`src/rtl/spi_master.sv`:
```
// SPI mode-0 master (CPOL=0, CPHA=0), MSB first, single active-low chip select.
// One accepted word becomes one full-duplex frame; the word shifted in on miso
// is returned on data_out with a one-cycle data_out_valid pulse.
// Optional feature macro: SPI_MASTER_BURST_EN adds a one-entry pending word so
// back-to-back frames share a single cs-low window.
module spi_master #(
    parameter int DATA_WIDTH = 8,
    parameter int CLK_DIV    = 4
) (
    input  logic                  clk,
    input  logic                  rst,
    output logic                  sck,
    output logic                  cs,
    output logic                  mosi,
    input  logic                  miso,
    input  logic [DATA_WIDTH-1:0] data_in,
    input  logic                  data_in_valid,
    output logic [DATA_WIDTH-1:0] data_out,
    output logic                  data_out_valid,
    output logic                  busy
);

    localparam int CW = (CLK_DIV > 1) ? $clog2(CLK_DIV) : 1;
    localparam int BW = $clog2(DATA_WIDTH + 1);
    localparam logic [CW-1:0] DIV_LAST = CW'(CLK_DIV - 1);
    localparam logic [BW-1:0] BIT_LAST = BW'(DATA_WIDTH);

    typedef enum logic [2:0] {IDLE, SETUP, SHIFT, HOLD, GAP} state_t;

    state_t                state, state_n;
    logic [CW-1:0]         div_cnt;
    logic [BW-1:0]         bit_cnt;
    logic [DATA_WIDTH-1:0] tx_sr;
    logic [DATA_WIDTH-1:0] rx_sr;
    logic                  sck_r;

    logic                  phase_end;
    logic                  accept;
    logic                  rise;
    logic                  fall;
    logic                  hold_exit;
    logic                  chain_req;
    logic                  chain;
    logic [DATA_WIDTH-1:0] chain_word;

    assign phase_end = (div_cnt == DIV_LAST);

`ifdef SPI_MASTER_BURST_EN
    logic                  pend_full;
    logic [DATA_WIDTH-1:0] pend_word;
    logic                  pend_take;

    // A word arriving in the very cycle HOLD ends is chained directly.
    assign chain_req  = pend_full || data_in_valid;
    assign chain_word = pend_full ? pend_word : data_in;
    assign pend_take  = data_in_valid && !pend_full &&
                        (state inside {SETUP, SHIFT, HOLD});

    // Pending word: filled while a frame is in flight, emptied at HOLD exit.
    always_ff @(posedge clk) begin
        if (rst) begin
            pend_full <= 1'b0;
            pend_word <= '0;
        end else if (hold_exit) begin
            pend_full <= 1'b0;
        end else if (pend_take) begin
            pend_full <= 1'b1;
            pend_word <= data_in;
        end
    end
`else
    assign chain_req  = 1'b0;
    assign chain_word = '0;
`endif

    assign chain = hold_exit && chain_req;

    // State register.
    always_ff @(posedge clk) begin
        if (rst) state <= IDLE;
        else     state <= state_n;
    end

    // Next-state, phase strobes and decoded outputs.
    always_comb begin
        state_n   = state;
        accept    = 1'b0;
        rise      = 1'b0;
        fall      = 1'b0;
        hold_exit = 1'b0;
        cs        = 1'b1;
        busy      = (state != IDLE);
        case (state)
            IDLE: begin
                if (data_in_valid) begin
                    accept  = 1'b1;
                    state_n = SETUP;
                end
            end
            SETUP: begin
                cs = 1'b0;
                if (phase_end) state_n = SHIFT;
            end
            SHIFT: begin
                cs = 1'b0;
                if (phase_end) begin
                    if (!sck_r) begin
                        rise = 1'b1;
                    end else begin
                        fall = 1'b1;
                        if (bit_cnt == BIT_LAST) state_n = HOLD;
                    end
                end
            end
            HOLD: begin
                cs = 1'b0;
                if (phase_end) begin
                    hold_exit = 1'b1;
                    state_n   = chain_req ? SHIFT : GAP;
                end
            end
            GAP: begin
                if (phase_end) state_n = IDLE;
            end
            default: state_n = IDLE;
        endcase
    end

    // Divider, shift registers, bit count and received-word output.
    always_ff @(posedge clk) begin
        if (rst) begin
            div_cnt        <= '0;
            bit_cnt        <= '0;
            tx_sr          <= '0;
            rx_sr          <= '0;
            sck_r          <= 1'b0;
            data_out       <= '0;
            data_out_valid <= 1'b0;
        end else begin
            div_cnt        <= (state == IDLE || phase_end) ? '0 : div_cnt + CW'(1);
            data_out_valid <= hold_exit;
            if (accept) begin
                tx_sr   <= data_in;
                bit_cnt <= '0;
            end
            if (rise) begin
                sck_r   <= 1'b1;
                rx_sr   <= {rx_sr[DATA_WIDTH-2:0], miso};
                bit_cnt <= bit_cnt + BW'(1);
            end
            // The last fall also shifts, so mosi returns to 0 between frames.
            if (fall) begin
                sck_r <= 1'b0;
                tx_sr <= tx_sr << 1;
            end
            if (hold_exit) data_out <= rx_sr;
            if (chain) begin
                tx_sr   <= chain_word;
                bit_cnt <= '0;
            end
        end
    end

    assign sck  = sck_r;
    assign mosi = tx_sr[DATA_WIDTH-1];

endmodule

```
`config.mk`:
```
export PLATFORM = sky130hd
export DESIGN_NAME = spi_master
export DESIGN_NICKNAME = d
export VERILOG_FILES = /design/src/rtl/spi_master.sv
export SDC_FILE = /design/constraint.sdc
export NUM_CORES = 1
export LEC_CHECK = 0
export CELL_PAD_IN_SITES_DETAIL_PLACEMENT = 0
export CELL_PAD_IN_SITES_GLOBAL_PLACEMENT = 1
export CORE_AREA = 4 4 70 65
export CTS_CLUSTER_DIAMETER = 80
export DETAILED_ROUTE_END_ITERATION = 10
export DIE_AREA = 0 0 74 69
export GPL_TIMING_DRIVEN = 0
export HOLD_SLACK_MARGIN = 0.03
export PLACE_DENSITY = 0.85
export SYNTH_ARGS = -nofsm -noshare
export SYNTH_HDL_FRONTEND = slang
export SYNTH_SLANG_ARGS = --single-unit
```
`constraint.sdc`:
```
create_clock -name clk -period 2.9 [get_ports clk]
set_input_delay 0.58 -clock clk [delete_from_list [all_inputs] [get_ports clk]]
set_output_delay 0.58 -clock clk [all_outputs]
set_load 0.02 [all_outputs]
```
# Word-level counts from Yosys, hierarchy flattened
# Index checks and enable logic that the tools add are counted.
[totals]
register_bits = 35
elab_cells = 56
[classes]
add_sub_neg = 2
n_eq_ne = 13
n_mux = 23
reduce_logical = 9
[ops]
columns = ["operator", "n"]
rows = [
  ["$mux W3", 7],
  ["$mux W8", 2],
  ["$pmux W3 S5", 1],
  ["$ne A2 B2 Y1 const B", 7],
  ["$mux W1", 11],
  ["$mux W4", 2],
  ["$reduce_and A7 Y1", 1],
  ["$eq A3 B2 Y1 const B", 2],
  ["$add A4 B1 Y4 const B", 1],
  ["$eq A4 B4 Y1 const B", 1],
  ["$reduce_bool A2 Y1", 2],
  ["$reduce_or A2 Y1", 2],
  ["$eq A3 B1 Y1 const B", 1],
  ["$eq A3 B3 Y1 const B", 1],
  ["$logic_not A3 Y1", 1],
  ["$reduce_bool A3 Y1", 1],
  ["$reduce_or A3 Y1", 1],
  ["$add A2 B1 Y2 const B", 1],
  ["$eq A2 B2 Y1 const B", 1],
  ["$logic_or A1 B1 Y1", 1],
]

# Logic depth before layout (Yosys ltp)
# Gate-level depths: netlist of the first run.
[logic_depth]
depth_word = 5
depth_mapped = 5

# Least setup slack after synthesis of the first run
# OpenSTA, ideal clock, no wires.
[synth_path]
path_type = "register -> output"
startpoint = "reg state[2]"
endpoint = "out busy"
t_arrival_ns = 1.206
required_ns = 2.320
path_slack_ns = 1.114
path_stages_with_launch = 6
cell_sequence = "dfxtp_1 buf_4 or2_2 buf_4 nor2_1 inv_1"
[synth_between]
elab_chain_cells = 1
[synth_rtl]
columns = ["item", "line", "text"]
rows = [
  ["start, declared", "30", "state_t state, state_n;"],
  ["start signal, assigned", "81", "else state <= state_n;"],
  ["$reduce_bool A3 Y1", "92", "busy = (state != IDLE);"],
  ["end, declared", "20", "output logic busy"],
]
# No other way between the ends.

# Final worst setup path of the first run
# Same ends and word-level chain as after synthesis.

==> results of run 1 <==
-- state kept, by name, summed over array words and instances (netlist names) --
name and count:
data_out_valid 1, state 3, rx_sr 8, tx_sr 8, div_cnt 2, sck 1, data_out 8, bit_cnt 4
-- critical path: cells and delay by family, from the launching register on --
| family | cells | cell delay [ns] |
|---|---|---|
| buffers and inverters | 4 | 0.95 |
| flip-flops | 1 | 0.36 |
| AND/OR/NAND/NOR | 2 | 0.47 |
-- power breakdown --
| part | internal, mW | switching, mW |
|---|---|---|
| clock | 0.344 | 0.174 |
| combinational | 0.0363 | 0.0385 |
| sequential | 0.489 | 0.00608 |
-- per-stage QoR --
stage	power [mW]	area, um2	hold slack (ns)
6_report	1.087	2006	0.4576
5_1_grt	1.126	2006	0.4954
4_1_cts	1.096	2006	0.4616
3_5_place_dp	0.5802	1873	0.4522
3_3_place_gp	0.5778	1873	0.4446
2_1_floorplan	0.5483	1585	0.4284
-- layer usage --
layer | global-route usage | share of wire | vias up
met5 | 0 | 0 | -
met4 | 0.06841 | 0.017 | 0
met3 | 0.04070 | 0.059 | 5
met2 | 0.2746 | 0.49 | 36
met1 | 0.2113 | 0.43 | 690
li1 | - | - | 702
-- synth_stat cells, types with 3 or more instances --
cell       n
a21oi_1   27
a32oi_1    7
buf_2      3
buf_4      5
clkbuf_1   8
dfxtp_1   35
ha_1       4
inv_1      3
nand2_1   19
nand3_1   11
nand4b_1   4
nor2_1     5
nor3_1     5
o211ai_1  11
o21ai_0    8
-- final timing paths --
| check | start | to |
|---|---|---|
| worst max register to register | div_cnt[0]$_SDFF_PP0_ | rx_sr[5]$_SDFFE_PP0P_ |
| worst min register to register | data_out[7]$_SDFFE_PP0P_ | data_out[7]$_SDFFE_PP0P_ |
| worst min-delay path | data_out[7]$_SDFFE_PP0P_ | data_out[7]$_SDFFE_PP0P_ |
| worst max-delay path | state[2]$_SDFFE_PP0P_ | busy |
-- area by class of cell --
| cell class | count | area [um2] |
|---|---|---|
| Tap cell | 46 | 57.56 |
| Clock buffer | 6 | 72.57 |
| Buffer | 17 | 93.84 |
| Clock inverter | 2 | 60.06 |
| Multi-Input combinational cell | 120 | 779.5 |
| Fill cell | 350 | 1752 |
| Timing Repair Buffer | 23 | 230.2 |
| Inverter | 3 | 11.26 |
| Sequential cell | 35 | 700.7 |
-- layout by cell type, fill, tap and decap left out --
| cell | synthesis | layout |
|---|---|---|
| nor4_1 | 1 | 1 |
| clkbuf_1 | 8 | 9 |
| nand4bb_4 | 1 | 1 |
| bufinv_16 | 0 | 2 |
| o211ai_1 | 11 | 11 |
| nand4b_1 | 4 | 4 |
| or4_1 | 1 | 1 |
| nor3_1 | 5 | 5 |
| o21bai_1 | 1 | 1 |
| nor2_1 | 5 | 5 |
| and4b_1 | 1 | 1 |
| and3_1 | 1 | 1 |
| o21ai_0 | 8 | 8 |
| a32oi_1 | 7 | 7 |
| clkdlybuf4s50_1 | 0 | 23 |
| nand3_1 | 11 | 11 |
| or4b_4 | 1 | 1 |
| buf_4 | 5 | 5 |
| o311a_1 | 1 | 1 |
| ha_1 | 4 | 4 |
| nand2_1 | 19 | 19 |
| buf_2 | 3 | 3 |
| a31oi_1 | 2 | 2 |
| nand3_2 | 1 | 1 |
| mux2i_1 | 1 | 1 |
| nor2b_1 | 1 | 1 |
| dfxtp_1 | 35 | 35 |
| inv_1 | 3 | 3 |
| xor2_1 | 1 | 1 |
| buf_6 | 1 | 1 |
| nor4b_1 | 1 | 1 |
| clkbuf_8 | 0 | 5 |
| nand4_1 | 1 | 1 |
| a21oi_1 | 27 | 27 |
| nor4b_4 | 2 | 2 |
| or2_2 | 1 | 1 |
-- cells by family (layout without fill, tap and decap cells) --
group                    count (synthesis)  in the layout  share of synthesized area
buffers and inverters                   20             51                    0.06630
AO/OA/AOI/OAI                           57             57                     0.2202
XOR/XNOR                                 1              1                   0.005526
AND/OR/NAND/NOR                         57             57                     0.2281
adder cells (fa/ha/maj)                  4              4                    0.03157
flip-flops                              35             35                     0.4420
multiplexers                             1              1                   0.006314
==> results.py, run 1 <==
metrics = {
    "outcome": {
        "status": "complete, no violations",
    },
    "cts": {
        "cts_hold_buf": 0,
        "cts.sinks": 35,
        "postCtsSetupBuffers": 0,
        "cts_tree": "yes",
        "root_buffer": "clkbuf_8",
        "clock_latency_ns": 0.29,
        "clkTransAtPathRegs_ns": 0.07,
        "cts.path.max_buffers": 2,
        "cts_buffers": 5,
        "h-tree-depth": 2,
        "cts.repair.resized": 0,
    },
    "timing": {
        "tns_ns": 0,
        "finalHoldViolCount": 0,
        "tightest_slew_ns": 0.5349,
        "max_freq_ghz": 0.3767,
        "timing.final.crit_share": 0.9153,
        "fin_crit_ns": 2.654,
        "setup_viol": 0,
        "slew_headroom": 0.6434,
        "rsz0062_at_grt": "no",
        "skew_ns": 0.004021,
        "finalMaxSlewViolations": 0,
        "fin_ws_ns": 0.2456,
    },
    "routing": {
        "routedWlPerCell_um": 16.17,
        "via_per_inst": 5.687,
        "first_pass_iters": 4,
        "drc_errors": 0,
        "totalWireLength_um": 4074,
        "drtIter0Drc": 76,
        "antenna_left": 0,
        "vias": 1433,
    },
    "critical_path": {
        "path_max_fanout": 10,
        "crit_required_ns": 2.32,
        "crit_chain": "buf_4, or2_2, buf_4, nor2_1, inv_1, clkdlybuf4s50_1",
        "slowest_stage": "clkdlybuf4s50_1",
        "worstPathArrival_ns": 2.07,
        "reg2regPathDepth": 5,
        "startpoint_type": "flop",
        "r2r_setup_slack_ns": 1.11,
        "crit_top_cell": "buf_4",
        "slowest_delay_ns": 0.53,
        "cp-end-kind": "primary output",
        "path_class": "reg2out",
    },
    "global_routing": {
        "grt_max_degree": 12,
        "grt_pass1_vias": 1420,
        "grt.total_usage": 0.1693,
        "globalRouteOverflowTotal": 0,
        "grt_antenna_before_repair": 0,
        "grt_pass1_wl_um": 6720,
    },
    "placed_design": {
        "gp_congestion": 0.7893,
        "pre_cts_ws_ns": 0.5514,
        "dpl.hpwl_um": 2959,
        "dp.cells": 244,
        "port_buffers": 23,
    },
    "run": {
        "drv_cap": 0,
    },
    "synth": {
        "ys_ff_latch": 35,
        "synth_edf_count": 0,
        "syn_area_mm2": 0.001585,
        "ys_seq_area_frac": 0.4420,
        "yosys_warnings": 0,
        "syn_nets": 191,
        "synth_top_area_cell": "dfxtp_1",
        "syn_inst": 175,
        "synth_cell_types": 33,
        "syn_area_per_cell_um2": 9.059,
        "yosys-top-cells-area": "dfxtp_1, a21oi_1, o211ai_1, nand2_1, a32oi_1",
        "synth_top_area_share": 0.4420,
        "synthArstFlopShare": 0,
        "ys.flop_type": "dfxtp_1",
    },
    "finish": {
        "n_antenna_cell": 0,
        "drive_gt1_frac": 0.1068,
        "utilization": 0.5338,
        "stdcell_count": 252,
        "fin_nets": 221,
        "synthToLayoutAreaGrowth_pct": 26.52,
    },
    "hold_path": {
        "min_path_cells": 2,
        "hp-class": "reg2reg",
    },
    "floorplanning": {
        "coreArea_mm2": 0.003757,
        "dieArea_mm2": 0.005106,
        "start_util": 0.4219,
        "placementRows": 21,
        "die_w_um": 74,
        "fp.dieH_um": 69,
        "ios": 25,
    },
    "power_and_ir_drop": {
        "p_leak_nw": 0.6747,
        "ir_worst_vdd_uv": 289.0,
        "power_density_mw_per_mm2": 542.1,
    },
}
No activity file was read; power rests on OpenSTA's default activity.
==> inputs of run 2 (changes only) <==
--- a/config.mk
+++ b/config.mk
@@ -8,12 +8,12 @@
 export CELL_PAD_IN_SITES_DETAIL_PLACEMENT = 0
 export CELL_PAD_IN_SITES_GLOBAL_PLACEMENT = 1
 export CORE_AREA = 4 4 70 65
-export CTS_CLUSTER_DIAMETER = 80
 export DETAILED_ROUTE_END_ITERATION = 10
 export DIE_AREA = 0 0 74 69
 export GPL_TIMING_DRIVEN = 0
 export HOLD_SLACK_MARGIN = 0.03
 export PLACE_DENSITY = 0.85
+export REMOVE_ABC_BUFFERS = 1
 export SYNTH_ARGS = -nofsm -noshare
 export SYNTH_HDL_FRONTEND = slang
 export SYNTH_SLANG_ARGS = --single-unit
==> results.py, run 2 (synthesized netlist as in run 1, its figures left out) <==
metrics = {
    "cts": {
        "cts_hold_buf": 0,
        "cts.path.max_buffers": 2,
        "cts.sinks": 35,
        "postCtsSetupBuffers": 0,
        "cts.repair.resized": 0,
        "clock_latency_ns": 0.28,
        "cts_tree": "yes",
        "clkTransAtPathRegs_ns": 0.07,
        "cts_buffers": 5,
        "h-tree-depth": 2,
        "root_buffer": "clkbuf_8",
    },
    "critical_path": {
        "path_class": "reg2out",
        "path_max_fanout": 13,
        "startpoint_type": "flop",
        "cp-end-kind": "primary output",
        "slowest_delay_ns": 0.65,
        "slowest_stage": "dfxtp_1",
        "worstPathArrival_ns": 2.04,
        "r2r_setup_slack_ns": 0.79,
        "crit_chain": "or2_2, nor2_1, inv_1, clkdlybuf4s50_1",
        "crit_required_ns": 2.32,
    },
    "power_and_ir_drop": {
        "p_leak_nw": 0.6061,
        "ir_worst_vdd_uv": 347.7,
        "power_density_mw_per_mm2": 500.6,
    },
    "routing": {
        "routedWlPerCell_um": 14.53,
        "drtIter0Drc": 88,
        "drc_errors": 0,
        "first_pass_iters": 4,
        "antenna_left": 0,
        "via_per_inst": 5.809,
        "vias": 1371,
        "totalWireLength_um": 3430,
    },
    "timing": {
        "rsz0062_at_grt": "no",
        "tightest_slew_ns": 1.269,
        "finalMaxSlewViolations": 0,
        "hold_ws_ns": 0.4547,
        "tns_ns": 0,
        "skew_ns": 0.006902,
        "fin_crit_ns": 2.620,
        "finalHoldViolCount": 0,
        "setup_viol": 0,
        "slew_headroom": 0.1513,
        "timing.final.crit_share": 0.9034,
        "max_freq_ghz": 0.3817,
    },
    "floorplanning": {
        "die_w_um": 74,
        "ios": 25,
        "coreArea_mm2": 0.003757,
        "dieArea_mm2": 0.005106,
        "start_util": 0.4219,
        "placementRows": 21,
        "fp.dieH_um": 69,
    },
    "finish": {
        "final_common_cell": "dfxtp_1",
        "largestRegisters": "data_out: 8 flops, rx_sr: 8 flops, tx_sr: 8 flops",
        "synthToLayoutAreaGrowth_pct": 19.18,
        "n_antenna_cell": 0,
        "drive_gt1_frac": 0.06842,
        "num-fill-cells": 359,
        "fin_nets": 205,
        "utilization": 0.5028,
        "final_cell_mix": "dfxtp_1, a21oi_1, clkdlybuf4s50_1",
    },
    "hold_path": {
        "hp-class": "reg2reg",
    },
    "placed_design": {
        "dpl.hpwl_um": 2265,
        "gp_congestion": 0.7759,
        "port_buffers": 24,
    },
    "global_routing": {
        "grt_antenna_before_repair": 0,
        "globalRouteOverflowTotal": 0,
        "grt_max_degree": 36,
        "grt.total_usage": 0.1430,
        "grt_pass1_wl_um": 5816,
        "grt_pass1_vias": 1346,
    },
    "outcome": {
        "status": "complete, no violations",
    },
    "run": {
        "drv_cap": 0,
    },
}
## run 2: changes by cell type in the layout (fill, tap and decap cells not counted)
cell             change
clkbuf_8             +2
buf_6                -1
clkdlybuf4s50_1      +1
clkbuf_1             -8
buf_2                -3
bufinv_16            -2
buf_4                -5
## run 2: routing by layer
metal | vias up | wire, um | share of wire | track usage
met3 | 2 | 188 | 0.055 | 0.05814
met5 | - | 0 | 0 | 0
met4 | 0 | 18 | 0.0052 | 0.05433
li1 | 671 | - | - | -
met1 | 661 | 1555 | 0.45 | 0.1740
met2 | 37 | 1668 | 0.49 | 0.2224
## run 2: power by group
group          switching (mW)  leakage (nW)  internal (mW)
sequential            0.00855         0.284          0.489
combinational          0.0323         0.271         0.0322
clock                   0.167        0.0515          0.217
## run 2: layout make-up
class / count / area [um2] / area share
multi-input combinational: 120 / 779.5 / 0.4126
clock buffer: 8 / 100.1 / 0.05298
sequential: 35 / 700.7 / 0.3709
timing repair buffer: 24 / 240.2 / 0.1272
inverter: 3 / 11.26 / 0.005960
tap: 46 / 57.56 / 0.03046
## run 2: final timing paths
check	startpoint	to	depth (start not counted)
worst max register to register	div_cnt[0]$_SDFF_PP0_	bit_cnt[3]$_SDFFE_PP0P_	4
worst min-delay path	data_out[6]$_SDFFE_PP0P_	data_out[6]$_SDFFE_PP0P_	2
worst min register to register	data_out[6]$_SDFFE_PP0P_	data_out[6]$_SDFFE_PP0P_	2
worst max-delay path	state[0]$_SDFFE_PP0P_	busy	4
## run 2: per-stage QoR
stage          total power [mW]  area (um2)  setup WS [ns]  std cells
3_3_place_gp             0.5699        1789         0.6334        228
3_5_place_dp             0.5731        1789         0.6010        228
2_1_floorplan            0.5369        1491          1.134        158
4_1_cts                  0.9543        1889         0.2823        236
6_report                 0.9457        1889         0.2802        236
5_1_grt                  0.9811        1889         0.1616        236
## run 2: worst max-delay path: cells and delay by family (launching register included)
family	cells	cell delay [ns]
flops	1	0.65
buf+inv	2	0.69
simple gates	2	0.42
